===== src/rtl/inc_pulse_gen.sv =====
// Push-button increment pulse generator.
// Synchronizes a raw bouncing button and an auto-repeat enable, debounces the
// button, then emits single-cycle inc pulses: one per press, plus auto-repeat
// pulses after a hold delay while repeat is enabled.
module inc_pulse_gen #(
    parameter int unsigned DB_CYCLES  = 16'd1000,
    parameter int unsigned RPT_DELAY  = 16'd20000,
    parameter int unsigned RPT_PERIOD = 16'd5000,
    parameter int unsigned CW         = 16
) (
    input  logic clk,
    input  logic rst_n,
    input  logic btn_in,
    input  logic rpt_en,
    output logic inc,
    output logic pressed
);

    localparam logic [CW-1:0] DB_LAST     = CW'(DB_CYCLES - 1);
    localparam logic [CW-1:0] DELAY_LAST  = CW'(RPT_DELAY - 1);
    localparam logic [CW-1:0] PERIOD_LAST = CW'(RPT_PERIOD - 1);

    typedef enum logic [1:0] {
        IDLE   = 2'd0,
        HOLD   = 2'd1,
        REPEAT = 2'd2
    } stateT;

    logic          r_btnMeta;
    logic          r_btnSync;
    logic          r_rptMeta;
    logic          r_rptSync;
    logic          r_dbLevel;
    logic [CW-1:0] r_dbCnt;
    stateT         r_state;
    logic [CW-1:0] r_rptCnt;
    logic          r_inc;
    logic          r_pressed;

    stateT         w_nextState;
    logic [CW-1:0] w_nextRptCnt;
    logic          w_incNext;

    // Two-flop synchronizers bring the asynchronous button and repeat enable
    // into the clock domain; nothing downstream looks at the raw inputs.
    always_ff @(posedge clk or negedge rst_n) begin
        if (!rst_n) begin
            r_btnMeta <= 1'b0;
            r_btnSync <= 1'b0;
            r_rptMeta <= 1'b0;
            r_rptSync <= 1'b0;
        end else begin
            r_btnMeta <= btn_in;
            r_btnSync <= r_btnMeta;
            r_rptMeta <= rpt_en;
            r_rptSync <= r_rptMeta;
        end
    end

    // Debounce: a new level is accepted only after DB_CYCLES consecutive
    // cycles of the synchronized button disagreeing with the current level;
    // any agreeing cycle restarts the count, so short glitches never land.
    always_ff @(posedge clk or negedge rst_n) begin
        if (!rst_n) begin
            r_dbLevel <= 1'b0;
            r_dbCnt   <= '0;
        end else if (r_btnSync == r_dbLevel) begin
            r_dbCnt   <= '0;
        end else if (r_dbCnt == DB_LAST) begin
            r_dbLevel <= r_btnSync;
            r_dbCnt   <= '0;
        end else begin
            r_dbCnt   <= r_dbCnt + 1'b1;
        end
    end

    // FSM state and repeat timer register.
    always_ff @(posedge clk or negedge rst_n) begin
        if (!rst_n) begin
            r_state  <= IDLE;
            r_rptCnt <= '0;
        end else begin
            r_state  <= w_nextState;
            r_rptCnt <= w_nextRptCnt;
        end
    end

    // Next-state logic: a fresh press pulses immediately, a held press with
    // repeat enabled pulses after RPT_DELAY and then every RPT_PERIOD cycles.
    // Release is checked first so it always wins over a terminal count.
    always_comb begin
        w_nextState  = r_state;
        w_nextRptCnt = r_rptCnt;
        w_incNext    = 1'b0;
        case (r_state)
            IDLE: begin
                if (r_dbLevel) begin
                    w_incNext    = 1'b1;
                    w_nextRptCnt = '0;
                    w_nextState  = HOLD;
                end
            end
            HOLD: begin
                if (!r_dbLevel) begin
                    w_nextRptCnt = '0;
                    w_nextState  = IDLE;
                end else if (!r_rptSync) begin
                    w_nextRptCnt = '0;
                end else if (r_rptCnt == DELAY_LAST) begin
                    w_incNext    = 1'b1;
                    w_nextRptCnt = '0;
                    w_nextState  = REPEAT;
                end else begin
                    w_nextRptCnt = r_rptCnt + 1'b1;
                end
            end
            REPEAT: begin
                if (!r_dbLevel) begin
                    w_nextRptCnt = '0;
                    w_nextState  = IDLE;
                end else if (!r_rptSync) begin
                    w_nextRptCnt = '0;
                    w_nextState  = HOLD;
                end else if (r_rptCnt == PERIOD_LAST) begin
                    w_incNext    = 1'b1;
                    w_nextRptCnt = '0;
                end else begin
                    w_nextRptCnt = r_rptCnt + 1'b1;
                end
            end
            default: begin
                w_nextRptCnt = '0;
                w_nextState  = IDLE;
            end
        endcase
    end

    // Registered outputs: the pulse and a retimed copy of the debounced level
    // leave on the same edge so pressed and the first inc rise together.
    always_ff @(posedge clk or negedge rst_n) begin
        if (!rst_n) begin
            r_inc     <= 1'b0;
            r_pressed <= 1'b0;
        end else begin
            r_inc     <= w_incNext;
            r_pressed <= r_dbLevel;
        end
    end

    assign inc     = r_inc;
    assign pressed = r_pressed;

endmodule


===== config.mk =====
export PLATFORM = sky130hd
export DESIGN_NAME = inc_pulse_gen
export DESIGN_NICKNAME = d
export VERILOG_FILES = /design/src/rtl/inc_pulse_gen.sv
export SDC_FILE = /design/constraint.sdc
export NUM_CORES = 1
export LEC_CHECK = 0
export CAP_MARGIN = 30
export CORE_MARGIN = 2
export CORE_UTILIZATION = 35
export DETAILED_ROUTE_END_ITERATION = 12
export PLACE_DENSITY_LB_ADDON = 0.05
export SLEW_MARGIN = 20
export SYNTH_ARGS = -nofsm -noshare
export SYNTH_HDL_FRONTEND = slang
export SYNTH_SLANG_ARGS = --single-unit

===== constraint.sdc =====
create_clock -name clk -period 1.8 [get_ports clk]
set_input_delay 0.18 -clock clk [delete_from_list [all_inputs] [get_ports clk]]
set_output_delay 0.18 -clock clk [all_outputs]
set_load 0.01 [all_outputs]

# Word level (Yosys, flattened, before mapping)
# Cells that the tools add are included.
[totals]
register_bits = 41
input_bits = 4
output_inout_bits = 2
word_cells = 51
[classes]
addsub = 2
eq_ne = 10
muxes = 25
bitwise = 1
n_reduce_logical = 3
[ops]
columns = ["operator", "n"]
rows = [
  ["$mux 16", 9],
  ["$pmux 16 s3", 1],
  ["$add 16x1->16 const B", 2],
  ["$eq 16x10->1 const B", 1],
  ["$eq 16x13->1 const B", 1],
  ["$eq 16x15->1 const B", 1],
  ["$mux 2", 6],
  ["$ne 3x3->1 const B", 3],
  ["$mux 1", 7],
  ["$pmux 2 s3", 1],
  ["$reduce_and 4->1", 1],
  ["$pmux 1 s3", 1],
  ["$eq 2x1->1 const B", 1],
  ["$eq 2x2->1 const B", 1],
  ["$logic_not 2->1", 1],
  ["$ne 2x2->1 const B", 1],
  ["$reduce_and 2->1", 1],
  ["$eq 1x1->1", 1],
  ["$not 1->1", 1],
]

# Depth between registers and ports, before layout
[depth]
ltp_word = 5
depth_mapped = 9
ltp_nobuf = 7

# Worst setup path after synthesis
# OpenSTA, ideal clock, no wires.
[synth_timing]
path_type = "flip-flop to flip-flop"
from = "reg r_rptCnt[0]"
to = "reg r_state[0]"
setup_time_ps = 125
arrival_time_ps = 1711
required_time_ps = 1675
path_slack_ps = -36
path_stages_with_launch = 7
n_path_buf = 0
period_less_slack_ps = 1836
cell_sequence = "dfrtp_1 > ha_1 > and4_4 > nand4_1 > or2_0 > a31oi_1 > mux2_2"
[synth_between]
elab_chain_cells = 3
[synth_lines]
columns = ["element", "line", "text"]
rows = [
  ["start, declared", "36", "logic [CW-1:0] r_rptCnt;"],
  ["start signal, assigned", "84", "r_rptCnt <= w_nextRptCnt;"],
  ["$eq 16x15->1", "109", "end else if (r_rptCnt == DELAY_LAST) begin"],
  ["$ne 3x3->1 (no line)", "n/a", ""],
  ["$reduce_and 4->1 (no line)", "n/a", ""],
  ["end signal, assigned", "83", "r_state <= w_nextState;"],
  ["end, declared", "35", "stateT r_state;"],
]
# Every way passes these cells.
# A chain may end at the register's enable or synchronous reset.

# Worst setup path in the final report
# Ends and elaborated chain as after synthesis.

==> metrics.md <==
| Metric | Value |
|---|---|
| WP buf/inv | 0 |
| Main flop type after synthesis | dfrtp_1 |
| Post-Route Setup TNS | -0.123 ns |
| Worst Path Required | 1.99 ns |
| PwrDens | 646 nW/um2 |
| GP Congestion | 0.738 |
| Reg2Reg Depth | 6 |
| Largest family of logic cells by synthesized area | simple AND/OR/NAND/NOR gates |
| Adder-cell share of the synthesized area | 3.57% |
| Vias in the first global route | 1814 |
| Final setup viols | 8 |
| WHS Path Cells | 1 |
| Clk_skew | 0.00513 ns |
| Post-Synth XOR/XNOR Area | 7.92% |
| Port bufs | 5 |
| FP Rows | 28 |
| CP top delay family | simple AND/OR/NAND/NOR gates |
| Worst Setup End Kind | register |
| Layout area overhead | 30.8% |
| Mux cell area share after synthesis | 2.02% |
| Yosys warns | 0 |
| R2R Setup Slk | -0.06 ns |
| Share of cells above drive strength 1 | 26.3% |
| Post-synth top area cell | dfrtp_1 |
| Top Ports | 6 |
| CP Cell Sequence | ha_4 -> and4_4 -> nand4_1 -> or2_1 -> a31oi_4 -> mux2_4 |
| Post-route setup slack | -0.0568 ns |
| Sink Count | 41 |
| ANT nets after route | 0 |
| First-pass GRT wire length | 8380 um |
| Max incr delay on CP | 0.40 ns |
| Area share of the largest cell type after synthesis | 48.8% |
| Syn nets | 222 |
| Die Area | 6640 um2 |
| Unrepaired setup endpoints after global routing | true |
| Initial antenna violation count | 0 |
| Antenna cells | 0 |
| Final Power | 1.78 mW |
| TritonCTS buffer count | 5 |
| Mean number of vias per cell | 5.17 |
| Initial drt markers | 36 |
| Total Wirelength | 4890 um |
| VDD IR max | 0.294 mV |
| Worst skew pair latency | 0.30 ns |
| Synth Area in Compound Gates | 8.87% |
| Gr ovfl total | 0 |
| Post-Syn Area | 2100 um2 |
| Max Slew Vio Count | 0 |
| Footprint of the multi-input gates | 1130 um2 |
| GRT Total Usage | 16.8% |
| Outcome | complete, but fails checks |
| Initial Util | 35.9% |
| Simple-Gate Fraction of Synth Area | 25.4% |
| Synth Register Bits | 41 |
| Fill cells | 547 |
| Asr flop ratio synth | 100% |
| Register area share after synthesis | 48.8% |
| Synth area leaders | dfrtp_1 (49%), xor2_1 (4.6%), nand2_1 (3.9%) |
| Routed len/inst | 14.8 um |
| Htree depth | 2 |
| Setup CP Type | reg2reg |
| WHS Endpoint | r_rptMeta |
| Pin count of the biggest net entering global routing | 42 |
| CTS Buffer Depth | 2 |
| Clock slew at reported path FFs | 0.08 ns |
| Crit share post-route | 103% |
| CP Max Fanout | 3 |
| Maxcap violations | 0 |
| DRT Pass-1 Iters | 4 |
| Dpl hpwl | 3280 um |
| Pre-CTS setup slack | -0.319 ns |
| Slew margin rel. | 64.6% |
| Fmax | 539 MHz |
| Synth Instances | 212 |
| Hold_sp | rpt_en |
| Post-synth EDFFs | 0 |
| Final layout net count | 264 |
| CTS tree | built |
| Mean Syn Cell Area | 9.92 um2 |
| Reg-to-reg endpoint | r_state[0] |
| Leakage | 1.19 nW |
| Failing checks | negative setup slack |
| DIE HEIGHT | 81.5 um |
| Hold Path Class | in2reg |
| Clk root buf | clkbuf_8 |
| Fin. Hold Viols | 0 |
| Slew @ Worst Pin | 0.531 ns |
| R2r startpoint | r_rptCnt[0] |
| Unique cell type count in the Yosys netlist | 37 |
| Core area | 5850 um2 |
| Startpoint types | register |
| Sequential cell area | 1030 um2 |
| Crit path time final | 1.86 ns |
| Worst EP arrival | 2.04 ns |
| Remaining DRCs | 0 |
| Highest-delay cell along the critical path | dfrtp_1 |
| Vias | 1705 |
| Post-synth top cells | dfrtp_1 (41), nand2_1 (22), nor2_1 (21) |
| Most common cell in the netlist | dfrtp_1 |
| Die W | 81.5 um |
[worst register-to-register path: cells and delay by family (launching register included)]
kind	cells	cell delay, ns
DFF	1	0.40
adders and majority gates	1	0.16
muxes	1	0.31
and+or+nand+nor	3	0.68
AOI/OAI and AO/OA	1	0.20
[sequential cells by signal (all words and copies together), names as in the netlist]
signal     count
r_btnSync      1
r_dbLevel      1
r_rptSync      1
r_rptMeta      1
r_state        2
r_btnMeta      1
inc            1
pressed        1
r_dbCnt       16
r_rptCnt      16
[through the flow]
stage	hold slack [ns]	area (um2)	cells	util [%]
after floorplan	-0.116	2100	212	-
after global placement	0.275	2430	314	41.5
after detailed placement	0.286	2430	314	41.5
after CTS	0.305	2600	327	44.5
after global routing	0.322	2750	330	47.0
final	0.312	2750	330	47.0
[how the worst max path moves through the flow]
stage / startpoint / to / slack, ns / cells after the start
6_report: r_rptCnt[0] / r_state[0] / -0.06 / 6
3_3_place_gp: r_rptCnt[12] / r_rptCnt[10] / -0.23 / 6
2_1_floorplan: r_rptCnt[0] / r_state[0] / -0.02 / 6
4_1_cts: r_rptCnt[8] / r_state[0] / -0.06 / 5
3_5_place_dp: r_rptCnt[12] / r_rptCnt[8] / -0.32 / 6
5_1_grt: r_rptCnt[5] / r_state[1] / -0.15 / 7
[where the power goes]
| part | internal, mW | leakage [nW] | switching [mW] | total [mW] |
|---|---|---|---|---|
| clock network | 0.453 | 0.0585 | 0.330 | 0.782 |
| registers | 0.930 | 0.560 | 0.00931 | 0.939 |
| logic | 0.0212 | 0.570 | 0.0325 | 0.0537 |
| total | 1.40 | 1.19 | 0.371 | 1.78 |
[layout make-up]
type / count / area share [%]
Multi-Input combinational cell: 158 / 41.1
Timing Repair Buffer: 43 / 13.2
Clock inverter: 1 / 1.09
Tap cell: 75 / 3.41
Sequential cell: 41 / 37.4
Clock buffer: 7 / 3.14
Inverter: 5 / 0.683
[routing by layer]
metal	routed length (um)	vias up	track usage, %	part of all wire, %
li1	-	843	-	-
met2	2490	15	29.2	51
met5	0	-	0	0
met4	70	0	6.78	1.4
met3	110	6	3.41	2.2
met1	2220	841	20.2	45
[cells by family after synthesis]
family / after synthesis
DFF: 41
and+or+nand+nor: 98
muxes: 4
AOI/OAI and AO/OA: 31
buffers and inverters: 13
xor gates and xnor gates: 19
adders and majority gates: 6
[cells in the final DEF, fill, tap and decap left out, types with 3 or more instances in the layout]
master,n
buf_4,31
a31oi_1,8
a21oi_2,3
inv_1,4
a21oi_1,4
dfrtp_1,40
and4_1,5
ha_1,5
and3_1,8
o21ai_0,5
xor2_1,11
buf_6,5
nor2_1,20
xnor2_1,8
nand4_1,7
nor3_1,4
nand3_1,13
clkbuf_8,6
nand2_1,22
a31oi_4,4
clkdlybuf4s50_1,4
[what timing repair did]
item | CTS | global route
buffers inserted | 4 | 3
resized for setup | 4 | 27
pin swaps | 4 | 15
setup endpoints to repair | 17 | 17
hold buffers | 1 | 0
hold endpoints to repair | 41 | 0
(Power assumes the default switching activity.)
